`src/rtl/fetch_pkg.sv`:
```
// Shared types for the fetch-side decoupling queue: tag width and the
// {pc, tag, instruction} beat layout carried from fetch into decode.
package fetch_pkg;

   localparam int TAG_WIDTH = 3;

   typedef struct packed {
      logic [31:0]          pc;
      logic [TAG_WIDTH-1:0] tag;
      logic [31:0]          instruction;
   } fetch_entry_t;

endpackage

```
`src/rtl/fetch_buffer.sv`:
```
// Fetch-to-decode decoupling FIFO that silently drops stale-tag beats and empties on flush.
// Define FETCH_BUFFER_BYPASS_EN for a zero-latency empty-queue path from input to head.
module fetch_buffer
   import fetch_pkg::*;
#(
   parameter int DEPTH = 4
) (
   input  logic                       clk,
   input  logic                       reset,
   input  logic                       flush_i,
   input  logic [TAG_WIDTH-1:0]       expected_tag_i,
   input  logic                       valid_i,
   output logic                       ready_o,
   input  logic [31:0]                pc_i,
   input  logic [TAG_WIDTH-1:0]       tag_i,
   input  logic [31:0]                instruction_i,
   output logic                       valid_o,
   input  logic                       ready_i,
   output logic [31:0]                pc_o,
   output logic [TAG_WIDTH-1:0]       tag_o,
   output logic [31:0]                instruction_o,
   output logic [$clog2(DEPTH):0]     count_o
);

   localparam int PTR_W = $clog2(DEPTH);
   localparam int CNT_W = PTR_W + 1;
   localparam logic [CNT_W-1:0] FULL_COUNT = CNT_W'(DEPTH);

   fetch_entry_t           r_mem [DEPTH];
   logic [PTR_W-1:0]       r_rdPtr;
   logic [PTR_W-1:0]       r_wrPtr;
   logic [CNT_W-1:0]       r_count;

   fetch_entry_t           w_head;
   fetch_entry_t           w_inBeat;
   logic                   w_notEmpty;
   logic                   w_headMatch;
   logic                   w_headOk;
   logic                   w_pop;
   logic                   w_write;
   logic                   w_bypass;
   logic                   w_bypassTaken;

   assign w_head      = r_mem[r_rdPtr];
   assign w_inBeat    = '{pc: pc_i, tag: tag_i, instruction: instruction_i};
   assign w_notEmpty  = (r_count != '0);
   assign w_headMatch = (w_head.tag == expected_tag_i);
   assign w_headOk    = w_notEmpty & w_headMatch;

   // A mismatching head is discarded regardless of ready_i, one per cycle.
   assign w_pop       = (w_headOk & ready_i) | (w_notEmpty & ~w_headMatch);

   // Full blocks input even if the head pops this cycle; no pass-through.
   assign ready_o     = ~reset & (r_count != FULL_COUNT);

`ifdef FETCH_BUFFER_BYPASS_EN
   assign w_bypass      = ~w_notEmpty & valid_i & (tag_i == expected_tag_i) & ~flush_i;
   assign w_bypassTaken = w_bypass & ready_i;
`else
   assign w_bypass      = 1'b0;
   assign w_bypassTaken = 1'b0;
`endif

   assign w_write = valid_i & ready_o & ~flush_i & ~w_bypassTaken;

   assign valid_o       = w_bypass | w_headOk;
   assign pc_o          = w_bypass ? w_inBeat.pc          : w_head.pc;
   assign tag_o         = w_bypass ? w_inBeat.tag         : w_head.tag;
   assign instruction_o = w_bypass ? w_inBeat.instruction : w_head.instruction;
   assign count_o       = r_count;

   // Flush resets pointers and count but leaves storage alone; reset also clears storage.
   always_ff @(posedge clk) begin
      if (reset) begin
         r_rdPtr <= '0;
         r_wrPtr <= '0;
         r_count <= '0;
         for (int i = 0; i < DEPTH; i++) begin
            r_mem[i] <= '0;
         end
      end else if (flush_i) begin
         r_rdPtr <= '0;
         r_wrPtr <= '0;
         r_count <= '0;
      end else begin
         if (w_write) begin
            r_mem[r_wrPtr] <= w_inBeat;
            r_wrPtr        <= r_wrPtr + PTR_W'(1);
         end
         if (w_pop) begin
            r_rdPtr <= r_rdPtr + PTR_W'(1);
         end
         if (w_write && !w_pop) begin
            r_count <= r_count + CNT_W'(1);
         end else if (!w_write && w_pop) begin
            r_count <= r_count - CNT_W'(1);
         end
      end
   end

endmodule

```
`config.mk`:
```
export PLATFORM = sky130hd
export DESIGN_NAME = fetch_buffer
export DESIGN_NICKNAME = d
export VERILOG_FILES = /design/src/rtl/fetch_pkg.sv /design/src/rtl/fetch_buffer.sv
export SDC_FILE = /design/constraint.sdc
export NUM_CORES = 1
export LEC_CHECK = 0
export ABC_AREA = 1
export CORE_ASPECT_RATIO = 1.5
export CORE_UTILIZATION = 45
export CTS_BUF_LIST = sky130_fd_sc_hd__clkbuf_8
export DETAILED_ROUTE_END_ITERATION = 10
export PLACE_DENSITY_LB_ADDON = 0.08
export SLEW_MARGIN = 20
export SYNTH_ARGS = -nofsm -noshare
export SYNTH_HDL_FRONTEND = slang
export SYNTH_SLANG_ARGS = --single-unit
```
`constraint.sdc`:
```
create_clock -name clk -period 6.1 [get_ports clk]
set_input_delay 0.61 -clock clk [delete_from_list [all_inputs] [get_ports clk]]
set_output_delay 0.61 -clock clk [all_outputs]
set_load 0.01 [all_outputs]
```
==> results.yml <==
status:
  outcome: "finished clean"
power_and_ir_drop:
  p_total_w: 0.00421
  p_sw_w: 0.00105
  pwr-share-clk_pct: 33.6
  seqPwrFrac_pct: 52.8
  netSwitchingFraction_pct: 24.9
  power.internal_w: 0.00317
  power_density_mw_per_mm2: 295
  p_leak_nw: 5.61
  comb_power_share_pct: 13.7
  peakVddDrop_v: 0.000184
yosys:
  synth_edf_count: 268
  synth_warnings: 0
  avgSynthCellArea_um2: 10.8
  synth_fp_nets: 1173
  syn_area_mm2: 0.0118
  synth_mux_area_share_pct: 0
  synth_compound_area_share_pct: 9.41
  synth-main-ff-cell: "edfxtp_1"
  synth-adder-area-share_pct: 0.276
  synth_commonest_cells: "386 x nor2_1, 268 x edfxtp_1, 133 x o21ai_0, 83 x inv_1, 64 x o22ai_1"
  synth_top_family_by_area: "simple AND/OR/NAND/NOR gates"
  synthXorXnorAreaFrac_pct: 0
  synth_most_common_cell: "nor2_1"
  synthSimpleGateAreaFrac_pct: 15.2
  yosysSeqAreaShare_pct: 69.7
  yosys-top-cells-area: "edfxtp_1 68%, nor2_1 12%, o21ai_0 5.6%"
  synth_area_leader_cell: "edfxtp_1"
  synth_cell_types: 21
  postSynthCellCount: 1096
  synthArstFlopShare_pct: 0
  synth_top_area_share_pct: 68.2
  ys_ff_latch: 277
clock_network:
  clk_pin_slew_ns: 0.07
  ctsResizeCount: 0
  cts_inserted_buffers: 41
  clk-insertion-delay-late_ns: 0.54
  cts_setup_buffers: 0
  root_buffer: "clkbuf_8"
  htree_levels: 2
  cts_num_sinks: 277
  cts_tree: "done"
  cts_hold_buf: 0
  clock_path_buffers: 3
drt:
  wl_per_cell_um: 18.1
  ant_nets: 0
  dr_wl_met3_um: 1520
  met1Wirelength_um: 11700
  firstDrtPassIters: 5
  wirelength_um: 28600
  dr.first_iter.drc_count: 362
  vias: 8378
  vias_per_cell: 5.30
  top_layer: "met4"
  drc: 0
  wl_met2_um: 14600
placement:
  portBuffers: 146
  hpwl_um: 14500
  dp.cells: 1513
  place.gp.congestion: 0.755
sta:
  slew_headroom_pct: 28.4
  period_share_pct: 67.4
  min_period_ns: 4.11
  finalMaxSlewViolations: 0
  rsz0062_at_grt: "false"
  max_slew.worst_pin.slew_ns: 1.07
  max_freq_ghz: 0.243
  hold_ws_ns: 0.486
  fin_tns_setup_ns: 0
  skew_ns: 0.0174
  final_hold_viol_count: 0
  finalSetupViolCount: 0
worst_setup_path:
  cp_slowest_stage_delay_ns: 0.72
  critPathArrivalTime_ns: 3.50
  start_kind: "register"
  cp_max_fo: 87
  cp-end-kind: "output port"
  crit_required_ns: 5.49
  cp_slowest_cell: "inv_4"
  path_cells: "inv_4 > buf_4 > o21ai_0 > o22ai_1 > clkdlybuf4s50_1"
  path_class: "reg2out"
global_routing:
  grt_pass1_wl_um: 43800
  grt_max_degree: 88
  grt_pass1_vias: 8133
  grt_antenna_before_repair: 0
  grt.total_usage_pct: 21.5
  grt_overflow_total: 0
layout:
  n_fill_cell: 2388
  fin_cells: 1582
  diodes: 0
  multi_input_area_mm2: 0.00299
  flow.area_growth_from_synthesis_pct: 20.9
  final_nets: 1300
  fin_util_pct: 55.4
  drive_above_1_share_pct: 6.65
  seq_area_mm2: 0.00823
worst_hold_path:
  min_path_type: "reg2reg"
floorplan:
  dieArea_mm2: 0.0269
  fp.dieH_um: 200
  rows: 72
  io_pins: 147
  core_mm2: 0.0258
  start_util_pct: 45.8
  die_w_um: 134
job:
  maxCapViolations: 0
==> placed cells by master, fill, tap and decap left out, drive strengths merged <==
cell type | netlist | routed
nor2 | 399 | 399
edfxtp | 268 | 268
clkdlybuf4s50 | 0 | 146
o21ai | 133 | 133
inv | 85 | 95
o22ai | 64 | 64
clkbuf | 44 | 43
nand2 | 34 | 34
clkinv | 0 | 13
nand3 | 12 | 12
nor3 | 9 | 9
a21oi | 9 | 9
dfxtp | 9 | 9
buf | 27 | 9
bufinv | 0 | 2
nand4 | 1 | 1
fa | 1 | 1
ha | 1 | 1
clkinvlp | 0 | 1
==> registers in the layout (all words and copies together), names as in the netlist, named ones only <==
name     flops
r_wrPtr      2
count_o      3
r_mem      268
r_rdPtr      2
==> worst max-delay path, delay by kind of cell, from the launching register on <==
family	cells	cell delay [ns]
buffers and inverters	3	1.88
AO/OA/AOI/OAI	2	0.39
flip-flops	1	0.56
==> path summary, 6_finish.rpt <==
kind / from / to / slack [ns] / cells after the start
worst max-delay path: register / pc_o[1] / 1.99 / 5
worst min-delay path: r_rdPtr[0] / r_rdPtr[0] / 0.49 / 2
worst max register to register: register / count_o[2] / 2.52 / 14
worst min register to register: r_rdPtr[0] / r_rdPtr[0] / 0.49 / 2
==> cell type report <==
cell class                 count  area share, %
tap                          333           2.92
clock buffer                  43           4.15
multi-input combinational    663           21.0
sequential                   277           57.7
clock inverter                26           1.10
inverter                      85           2.26
timing repair buffer         155           10.9
==> power by group through the flow <==
stage               clock (W)  combinational [W]  sequential [W]
detailed placement          0           0.000584         0.00226
CTS                   0.00145           0.000586         0.00222
global route          0.00152           0.000626         0.00223
global placement            0           0.000582         0.00226
floorplan                   0           0.000295         0.00225
finish                0.00142           0.000576         0.00222
==> logic make-up after synthesis <==
family	Yosys count
adder cells (fa/ha/maj)	2
flip-flops	277
AO/OA/AOI/OAI	206
buffers and inverters	156
AND/OR/NAND/NOR	455
==> through the flow <==
step                      setup slack (ns)  area (um^2)
after global routing                  1.81        14300
after detailed placement              2.10        13500
after CTS                             1.96        14300
after floorplan                       1.74        11800
final                                 1.99        14300
after global placement                2.12        13500
==> layer usage <==
layer / track usage (%) / vias to the layer above
met5: 0 / -
met4: 7.87 / 0
met3: 3.70 / 49
met2: 37.5 / 250
met1: 26.4 / 4091
li1: - / 3988
Power figures use the tool's default switching activity.
